**config.mk**
```make
export PLATFORM = sky130hd
export DESIGN_NAME = ahb_pio_responder
export DESIGN_NICKNAME = d
export VERILOG_FILES = /design/src/rtl/pio_responder_pkg.sv /design/src/rtl/pio_pb_sync_edge.sv /design/src/rtl/ahb_pio_responder.sv
export SDC_FILE = /design/constraint.sdc
export NUM_CORES = 1
export LEC_CHECK = 0
export ABC_AREA = 1
export BUFFER_PORTS_ARGS = -buffer_cell sky130_fd_sc_hd__buf_2
export CAP_MARGIN = 5
export CORE_MARGIN = 3
export CORE_UTILIZATION = 40
export CTS_BUF_LIST = sky130_fd_sc_hd__clkbuf_16
export DETAILED_ROUTE_END_ITERATION = 12
export GPL_ROUTABILITY_DRIVEN = 0
export PLACE_DENSITY = 0.79
export SYNTH_ARGS = -nofsm -noshare
export SYNTH_HDL_FRONTEND = slang
export SYNTH_SLANG_ARGS = --single-unit
export TNS_END_PERCENT = 30
```
**constraint.sdc**
```tcl
create_clock -name sys_clk -period 1.9 [get_ports sys_clk]
set_clock_uncertainty 0.15 [all_clocks]
set_input_delay 0.19 -clock sys_clk [delete_from_list [all_inputs] [get_ports sys_clk]]
set_output_delay 0.19 -clock sys_clk [all_outputs]
set_load 0.01 [all_outputs]
```
**src/rtl/pio_responder_pkg.sv**
```systemverilog
// Shared constants for the AHB PIO responder: register offsets, AHB encodings
// and the data-phase FSM state type.
package pio_responder_pkg;

    localparam logic [4:0] REG_SYS_ID    = 5'h00;
    localparam logic [4:0] REG_BLD_ID    = 5'h04;
    localparam logic [4:0] REG_LED       = 5'h08;
    localparam logic [4:0] REG_RGB       = 5'h0C;
    localparam logic [4:0] REG_PB_IN     = 5'h10;
    localparam logic [4:0] REG_PB_EDGE   = 5'h14;
    localparam logic [4:0] REG_PB_IRQ_EN = 5'h18;
    localparam logic [4:0] REG_LAST      = REG_PB_IRQ_EN;

    localparam logic [1:0] HTRANS_NONSEQ = 2'b10;
    localparam logic [1:0] HTRANS_SEQ    = 2'b11;
    localparam logic [2:0] HSIZE_WORD    = 3'b010;

    typedef enum logic [1:0] {
        ST_IDLE,
        ST_DATA,
        ST_ERR1,
        ST_ERR2
    } state_e;

endpackage

```
**src/rtl/pio_pb_sync_edge.sv**
```systemverilog
// Push-button synchronizer with rising-edge capture into sticky W1C flags.
// A new edge on a bit beats a simultaneous clear of that bit.
module pio_pb_sync_edge #(
    parameter int PB_W        = 4,
    parameter int SYNC_STAGES = 2
) (
    input  logic            clk_i,
    input  logic            rst_n_i,
    input  logic [PB_W-1:0] pb_i,
    input  logic [PB_W-1:0] clr_i,
    output logic [PB_W-1:0] pb_sync_o,
    output logic [PB_W-1:0] pb_edge_o
);

    logic [SYNC_STAGES-1:0][PB_W-1:0] sync_q;
    logic [PB_W-1:0]                  prev_q;
    logic [PB_W-1:0]                  edge_q;
    logic [PB_W-1:0]                  rise;

    assign pb_sync_o = sync_q[SYNC_STAGES-1];
    assign rise      = pb_sync_o & ~prev_q;
    assign pb_edge_o = edge_q;

    always_ff @(posedge clk_i or negedge rst_n_i) begin
        if (!rst_n_i) begin
            sync_q <= '0;
            prev_q <= '0;
            edge_q <= '0;
        end else begin
            sync_q <= {sync_q[SYNC_STAGES-2:0], pb_i};
            prev_q <= pb_sync_o;
            edge_q <= (edge_q & ~clr_i) | rise;
        end
    end

endmodule

```
**src/rtl/ahb_pio_responder.sv**
```systemverilog
// AHB-Lite responder for board PIO: LEDs, RGB LEDs, push-buttons with sticky
// edge flags and interrupt, and read-only ID words. Zero-wait OKAY, 2-cycle ERROR.
module ahb_pio_responder
    import pio_responder_pkg::*;
#(
    parameter int OFFS_W      = 12,
    parameter int PB_W        = 4,
    parameter int SYNC_STAGES = 2
) (
    input  logic            sys_clk,
    input  logic            sys_rst_n,
    input  logic            hsel,
    input  logic [1:0]      htrans,
    input  logic            hwrite,
    input  logic [2:0]      hsize,
    input  logic [31:0]     haddr,
    input  logic            hready_in,
    input  logic [31:0]     hwdata,
    output logic            hready_out,
    output logic            hresp,
    output logic [31:0]     hrdata,
    output logic [1:0]      pio_led_tri_o,
    output logic [11:0]     pio_led_rgb_tri_o,
    input  logic [PB_W-1:0] pio_pb_tri_i,
    output logic            pio_pb_irq,
    input  logic [31:0]     sys_id_tri_i,
    input  logic [31:0]     bld_id_tri_i
);

    state_e          state_q, state_d;
    logic [4:0]      offs_q;
    logic            wr_q;
    logic [1:0]      led_q;
    logic [11:0]     rgb_q;
    logic [PB_W-1:0] irq_en_q;
    logic            irq_q;
    logic [PB_W-1:0] pb_sync, pb_edge, pb_clr;
    logic            accept, legal, wr_en;
    logic            unused_bits;

    assign unused_bits = ^{haddr[31:OFFS_W], hwdata[31:12]};

    assign accept = hsel & hready_in & ((htrans == HTRANS_NONSEQ) | (htrans == HTRANS_SEQ));
    assign legal  = (hsize == HSIZE_WORD) && (haddr[1:0] == 2'b00)
                 && (haddr[OFFS_W-1:5] == '0) && (haddr[4:0] <= REG_LAST);
    assign wr_en  = (state_q == ST_DATA) && wr_q;
    assign pb_clr = (wr_en && offs_q == REG_PB_EDGE) ? hwdata[PB_W-1:0] : '0;

    // ERR1 ignores the bus: hready_out is low, so no new address phase can be valid.
    always_comb begin
        state_d = state_q;
        case (state_q)
            ST_ERR1: state_d = ST_ERR2;
            default: state_d = accept ? (legal ? ST_DATA : ST_ERR1) : ST_IDLE;
        endcase
    end

    always_comb begin
        hready_out = (state_q != ST_ERR1);
        hresp      = (state_q == ST_ERR1) || (state_q == ST_ERR2);
        hrdata     = '0;
        if (state_q == ST_DATA && !wr_q) begin
            case (offs_q)
                REG_SYS_ID:    hrdata = sys_id_tri_i;
                REG_BLD_ID:    hrdata = bld_id_tri_i;
                REG_LED:       hrdata = {30'd0, led_q};
                REG_RGB:       hrdata = {20'd0, rgb_q};
                REG_PB_IN:     hrdata = {{(32-PB_W){1'b0}}, pb_sync};
                REG_PB_EDGE:   hrdata = {{(32-PB_W){1'b0}}, pb_edge};
                REG_PB_IRQ_EN: hrdata = {{(32-PB_W){1'b0}}, irq_en_q};
                default:       hrdata = '0;
            endcase
        end
    end

    always_ff @(posedge sys_clk or negedge sys_rst_n) begin
        if (!sys_rst_n) begin
            state_q  <= ST_IDLE;
            offs_q   <= '0;
            wr_q     <= 1'b0;
            led_q    <= '0;
            rgb_q    <= '0;
            irq_en_q <= '0;
            irq_q    <= 1'b0;
        end else begin
            state_q <= state_d;
            if (accept && legal && state_q != ST_ERR1) begin
                offs_q <= haddr[4:0];
                wr_q   <= hwrite;
            end
            if (wr_en) begin
                case (offs_q)
                    REG_LED:       led_q    <= hwdata[1:0];
                    REG_RGB:       rgb_q    <= hwdata[11:0];
                    REG_PB_IRQ_EN: irq_en_q <= hwdata[PB_W-1:0];
                    default:       ;
                endcase
            end
            irq_q <= |(pb_edge & irq_en_q);
        end
    end

    pio_pb_sync_edge #(
        .PB_W        (PB_W),
        .SYNC_STAGES (SYNC_STAGES)
    ) u_pb (
        .clk_i     (sys_clk),
        .rst_n_i   (sys_rst_n),
        .pb_i      (pio_pb_tri_i),
        .clr_i     (pb_clr),
        .pb_sync_o (pb_sync),
        .pb_edge_o (pb_edge)
    );

    assign pio_led_tri_o     = led_q;
    assign pio_led_rgb_tri_o = rgb_q;
    assign pio_pb_irq        = irq_q;

endmodule

```
; ---- Yosys cells after proc, flatten, opt, wreduce, memory -nomap -nowiden
; Cells that the tools add are included.
[word_totals]
out_inout_bits = 49
reg_bits = 43
[op_classes]
n_lt_le_gt_ge = 1
n_eq_ne = 13
n_mux = 6
n_reduce_logical = 17
n_bitwise = 9
[op_table]
columns = op, n
row1 = 32-bit case mux with 7 select lines, 1
row2 = 32-bit 2-to-1 mux, 1
row3 = "5-bit equality test, second input constant", 3
row4 = 4-bit bitwise AND, 3
row5 = "5-bit by 4-bit equality test with 1-bit output, second input constant", 2
row6 = "2-bit equality test, second input constant", 4
row7 = 1-bit logical AND, 8
row8 = 4-bit inverter, 2
row9 = 7-bit zero test, 1
row10 = 2-bit 2-to-1 mux, 3
row11 = 2-bit AND reduction, 3
row12 = "5-bit by 3-bit equality test with 1-bit output, second input constant", 1
row13 = "5-bit less-or-equal comparator, second input constant", 1
row14 = 5-bit zero test, 1
row15 = 4-bit 2-to-1 mux, 1
row16 = 4-bit bitwise OR, 1
row17 = 4-bit OR reduction, 1
row18 = "3-bit by 2-bit equality test with 1-bit output, second input constant", 1
row19 = 1-bit bitwise AND, 2
row20 = "2-bit by 1-bit equality test with 1-bit output, second input constant", 1
row21 = 2-bit zero test, 1
row22 = "2-bit != test, second input constant", 1
row23 = 1-bit zero test, 1
row24 = 1-bit logical OR, 1
row25 = 1-bit bitwise OR, 1

; ---- Logic depth before layout (Yosys ltp)
[depth]
depth_word = 7
depth_mapped = 8
ltp_nobuf = 8

; ---- Hierarchy
; Synthesis repeated with hierarchy kept, for this count alone.
[unflattened]
cells_unflattened = 368
area_unflattened_um2 = 2577.5
[by_module_without_submodules]
columns = module, seq_area_each_um2, cells_each, area_per_inst_um2, n_inst
row1 = ahb_pio_responder, 675.6, 328, 2072.0, 1
row2 = pio_pb_sync_edge, 400.4, 40, 505.5, 1

; ---- Worst setup path after synthesis
; No wires, ideal clock.
[synth_path]
kind = register to output
startpoint = register offs_q[3]
endpoint = output hrdata[12]
path_stages_with_launch = 7
path_slack_ps = 245
required_ps = 1560
t_arrival_ps = 1315
cell_sequence = dfrtp_1 nor2_1 nand3_1 inv_1 buf_2 nand2_1 a21oi_1
[synth_via]
elab_chain_cells = 3
elab_cells_between_ends = 9
[synth_rtl]
columns = element, line_no
row1 = from (decl), ahb_pio_responder.sv:31  ; logic [4:0] offs_q;
row2 = from (signal assigned), ahb_pio_responder.sv:88  ; offs_q <= haddr[4:0];
row3 = "5-bit equality test, or another cell as far along", ahb_pio_responder.sv:63  ; case (offs_q)
row4 = 32-bit case mux with 7 select lines (*), ahb_pio_responder.sv:63
row5 = 32-bit 2-to-1 mux (*), ahb_pio_responder.sv:62  ; if (state_q == ST_DATA && !wr_q) begin
row6 = to (decl), ahb_pio_responder.sv:21  ; output logic [31:0] hrdata,
; Mark *: on every way between the ends. The rest lies on a longest branch, timed or not.

; ---- Worst setup path after layout
[layout_path]
startpoint = register offs_q[1]
endpoint = output hrdata[2]
; Same word-level chain as after synthesis.

==> impl_metrics.env <==
export IMPL_start_util=0.416
export IMPL_power_w=0.00271
export IMPL_n_antenna_cell=0
export IMPL_synth_compound_area_frac=0.0890
export IMPL_worstPathRequired_ns=1.56
export IMPL_holdWs_ns=-0.00418
export IMPL_synthCells=350
export IMPL_final_common_cell="buf_2"
export IMPL_syn_nets=492
export IMPL_violations="hold timing, setup timing"
export IMPL_setup_viol=32
export IMPL_drc=0
export IMPL_rsz0062_at_grt="yes"
export IMPL_vias_per_cell=5.08
export IMPL_clock_sinks=43
export IMPL_rrSetupSlack_ns=0.02
export IMPL_worstHoldStart="hwdata[11]"
export IMPL_dpl_hpwl_um=5760
export IMPL_rows=28
export IMPL_hold_path_depth=3
export IMPL_cts_root_buf="clkbuf_16"
export IMPL_crit_path_start_kind="flip-flop"
export IMPL_status="finished with violations"
export IMPL_worst_pin_slew_ns=0.528
export IMPL_min_period_ns=2.19
export IMPL_cts_htree_levels=2
export IMPL_dr_total_vias=3058
export IMPL_p_per_area_nw_per_um2=688
export IMPL_reg2reg_depth=8
export IMPL_die_area_um2=7170
export IMPL_crit_arrival_ns=1.85
export IMPL_ys_flop_type="dfrtp_1"
export IMPL_place_area_um2=3350
export IMPL_ir_drop_mv=0.604
export IMPL_core_area_um2=5960
export IMPL_drv_slew=0
export IMPL_synth_top_family_by_area="simple AND/OR/NAND/NOR gates"
export IMPL_yosysSeqAreaShare=0.435
export IMPL_die_x_um=84.7
export IMPL_hp_class="input pin to flip-flop"
export IMPL_nets=669
export IMPL_yosysUniqueCellTypes=22
export IMPL_critPathKind="flip-flop to output pin"
export IMPL_drv_cap=0
export IMPL_r2r_start="offs_q[1]"
export IMPL_fmax_ghz=0.456
export IMPL_min_period_over_period=1.15
export IMPL_async_reset_ff_frac=1.00
export IMPL_crit_start="offs_q[1]"
export IMPL_synth_xor_area_frac=0
export IMPL_clk_latency_ns=0.28
export IMPL_final_util=0.661
export IMPL_ant_nets=0
export IMPL_drt_iter0_drc=161
export IMPL_synth_mux_area_frac=0
export IMPL_boundaryPins=191
export IMPL_synth_edf_count=0
export IMPL_fin_ws_ns=-0.291
export IMPL_syn_area_um2=2470
export IMPL_cts_max_path_buffers=2
export IMPL_grt_pass1_wl_um=12600
export IMPL_worstHoldEndpoint="pio_led_rgb_tri_o[11]"
export IMPL_yosysWarnings=0
export IMPL_die_y_um=84.7
export IMPL_end_kind="output pin"
export IMPL_tritoncts="done"
export IMPL_relSlewSlack=0.648
export IMPL_synth_simple_gate_area_frac=0.392
export IMPL_wire_per_inst_um=14.1
export IMPL_regToRegEndpoint="irq_en_q[0]"
export IMPL_area_growth_syn_to_layout_pct=59.0
export IMPL_final_cell_mix="buf_2 (149), nand2_1 (121), dfrtp_1 (42), inv_1 (28), nand4_1 (28)"
export IMPL_io_buffer_count=149
export IMPL_grt_max_degree=44
export IMPL_firstDrtPassIters=4
export IMPL_track_usage=0.213
export IMPL_antenna_found_initial=0
export IMPL_finalWirelength_um=8460
export IMPL_clk_pin_slew_worst_paths_ns=0.06
export IMPL_synth_fa_ha_area_frac=0
export IMPL_syn_avg_cell_area_um2=7.07
export IMPL_drive_above_1_share=0.416
export IMPL_leakage_nw=2.20
export IMPL_synth_seq_cells=43
export IMPL_grt_pass1_vias=2809
export IMPL_cp_max_fo=5
export IMPL_final_cell_area_um2=3940
export IMPL_numCtsBuffers=5
export IMPL_hold_violations=2
export IMPL_grt_overflow=0
[power breakdown]
group	switching (W)	total, W	internal, W
Clock	0.000337	0.000949	0.000612
Sequential	0.0000161	0.000965	0.000949
Combinational	0.000452	0.000792	0.000339
[cells in the mapped netlist, types with 2 or more instances]
| master | n | area (um^2) |
|---|---|---|
| nor2_1 | 25 | 93.8 |
| o21ai_2 | 2 | 17.5 |
| buf_4 | 4 | 30.0 |
| nand3_1 | 23 | 115 |
| and3_1 | 2 | 12.5 |
| nand4_1 | 28 | 175 |
| a21oi_1 | 26 | 130 |
| inv_1 | 30 | 113 |
| nor2_4 | 4 | 45.0 |
| clkbuf_1 | 7 | 26.3 |
| o21ai_0 | 13 | 65.1 |
| buf_2 | 6 | 30.0 |
| nand2_1 | 129 | 484 |
| dfrtp_1 | 43 | 1080 |
[metrics by stage]
| stage | setup slack [ns] | TNS, ns | instances |
|---|---|---|---|
| after global placement | 0.101 | 0 | 570 |
| after floorplan | 0.245 | 0 | 350 |
| after detailed placement | 0.0665 | 0 | 570 |
| after global routing | -0.340 | -7.94 | 602 |
| final | -0.291 | -5.06 | 602 |
| after CTS | -0.160 | -3.56 | 596 |
[worst max-delay path by stage]
stage | end | cells after the start
final | hrdata[2] | 10
after global routing | hrdata[2] | 10
after CTS | hrdata[31] | 7
after detailed placement | pio_led_rgb_tri_o[1] | 6
after global placement | hrdata[2] | 9
after floorplan | hrdata[12] | 6
[per-layer routing]
| metal | up-vias | part of all wire | wire (um) | global-route usage |
|---|---|---|---|---|
| li1 | 1492 | - | - | - |
| met1 | 1381 | 0.38 | 3190 | 0.240 |
| met2 | 155 | 0.51 | 4330 | 0.395 |
| met3 | 30 | 0.084 | 708 | 0.0500 |
| met4 | 0 | 0.029 | 242 | 0.0676 |
| met5 | - | 0 | 0 | 0 |
[critical path, stage by stage (launching register included)]
cell,delay (ns)
dfrtp_1,0.41
nor2_4,0.22
buf_12,0.16
buf_12,0.11
nand2_2,0.06
nor2_4,0.12
nand2_1,0.07
nand3_1,0.11
nor2_1,0.06
nor2_1,0.10
buf_2,0.15
[sequential cells by signal, indices dropped and copies added (netlist names)]
name / cells
u_pb.sync_q: 4
irq_en_q: 4
wr_q: 1
u_pb.prev_q: 4
offs_q: 5
pio_led_tri_o: 2
u_pb.pb_sync_o: 4
pio_led_rgb_tri_o: 12
state_q: 2
pio_pb_irq: 1
u_pb.pb_edge_o: 4
[what timing repair did]
item,in CTS,in global routing
pin swaps,4,12
gates resized for setup,15,22
hold buffers,10,0
endpoints found under the setup margin,32,32
gates cloned,1,3
buffers inserted,8,3
endpoints found under the hold margin,52,0
[kinds of logic (layout without fill, tap and decap cells)]
group           Yosys count  count (layout)
simple gates            216             216
buf+inv                  49             226
compound gates           42              42
flops                    43              43
[area by class of cell]
class	count	area, um^2
fill	499	2020
clock buffer	5	125
timing repair buffer	186	1180
inverter	32	135
timing repair inverter	1	8.76
tap	75	93.8
clock inverter	2	37.5
multi-input combinational	258	1280
sequential	43	1080
(Power assumes the default switching activity.)
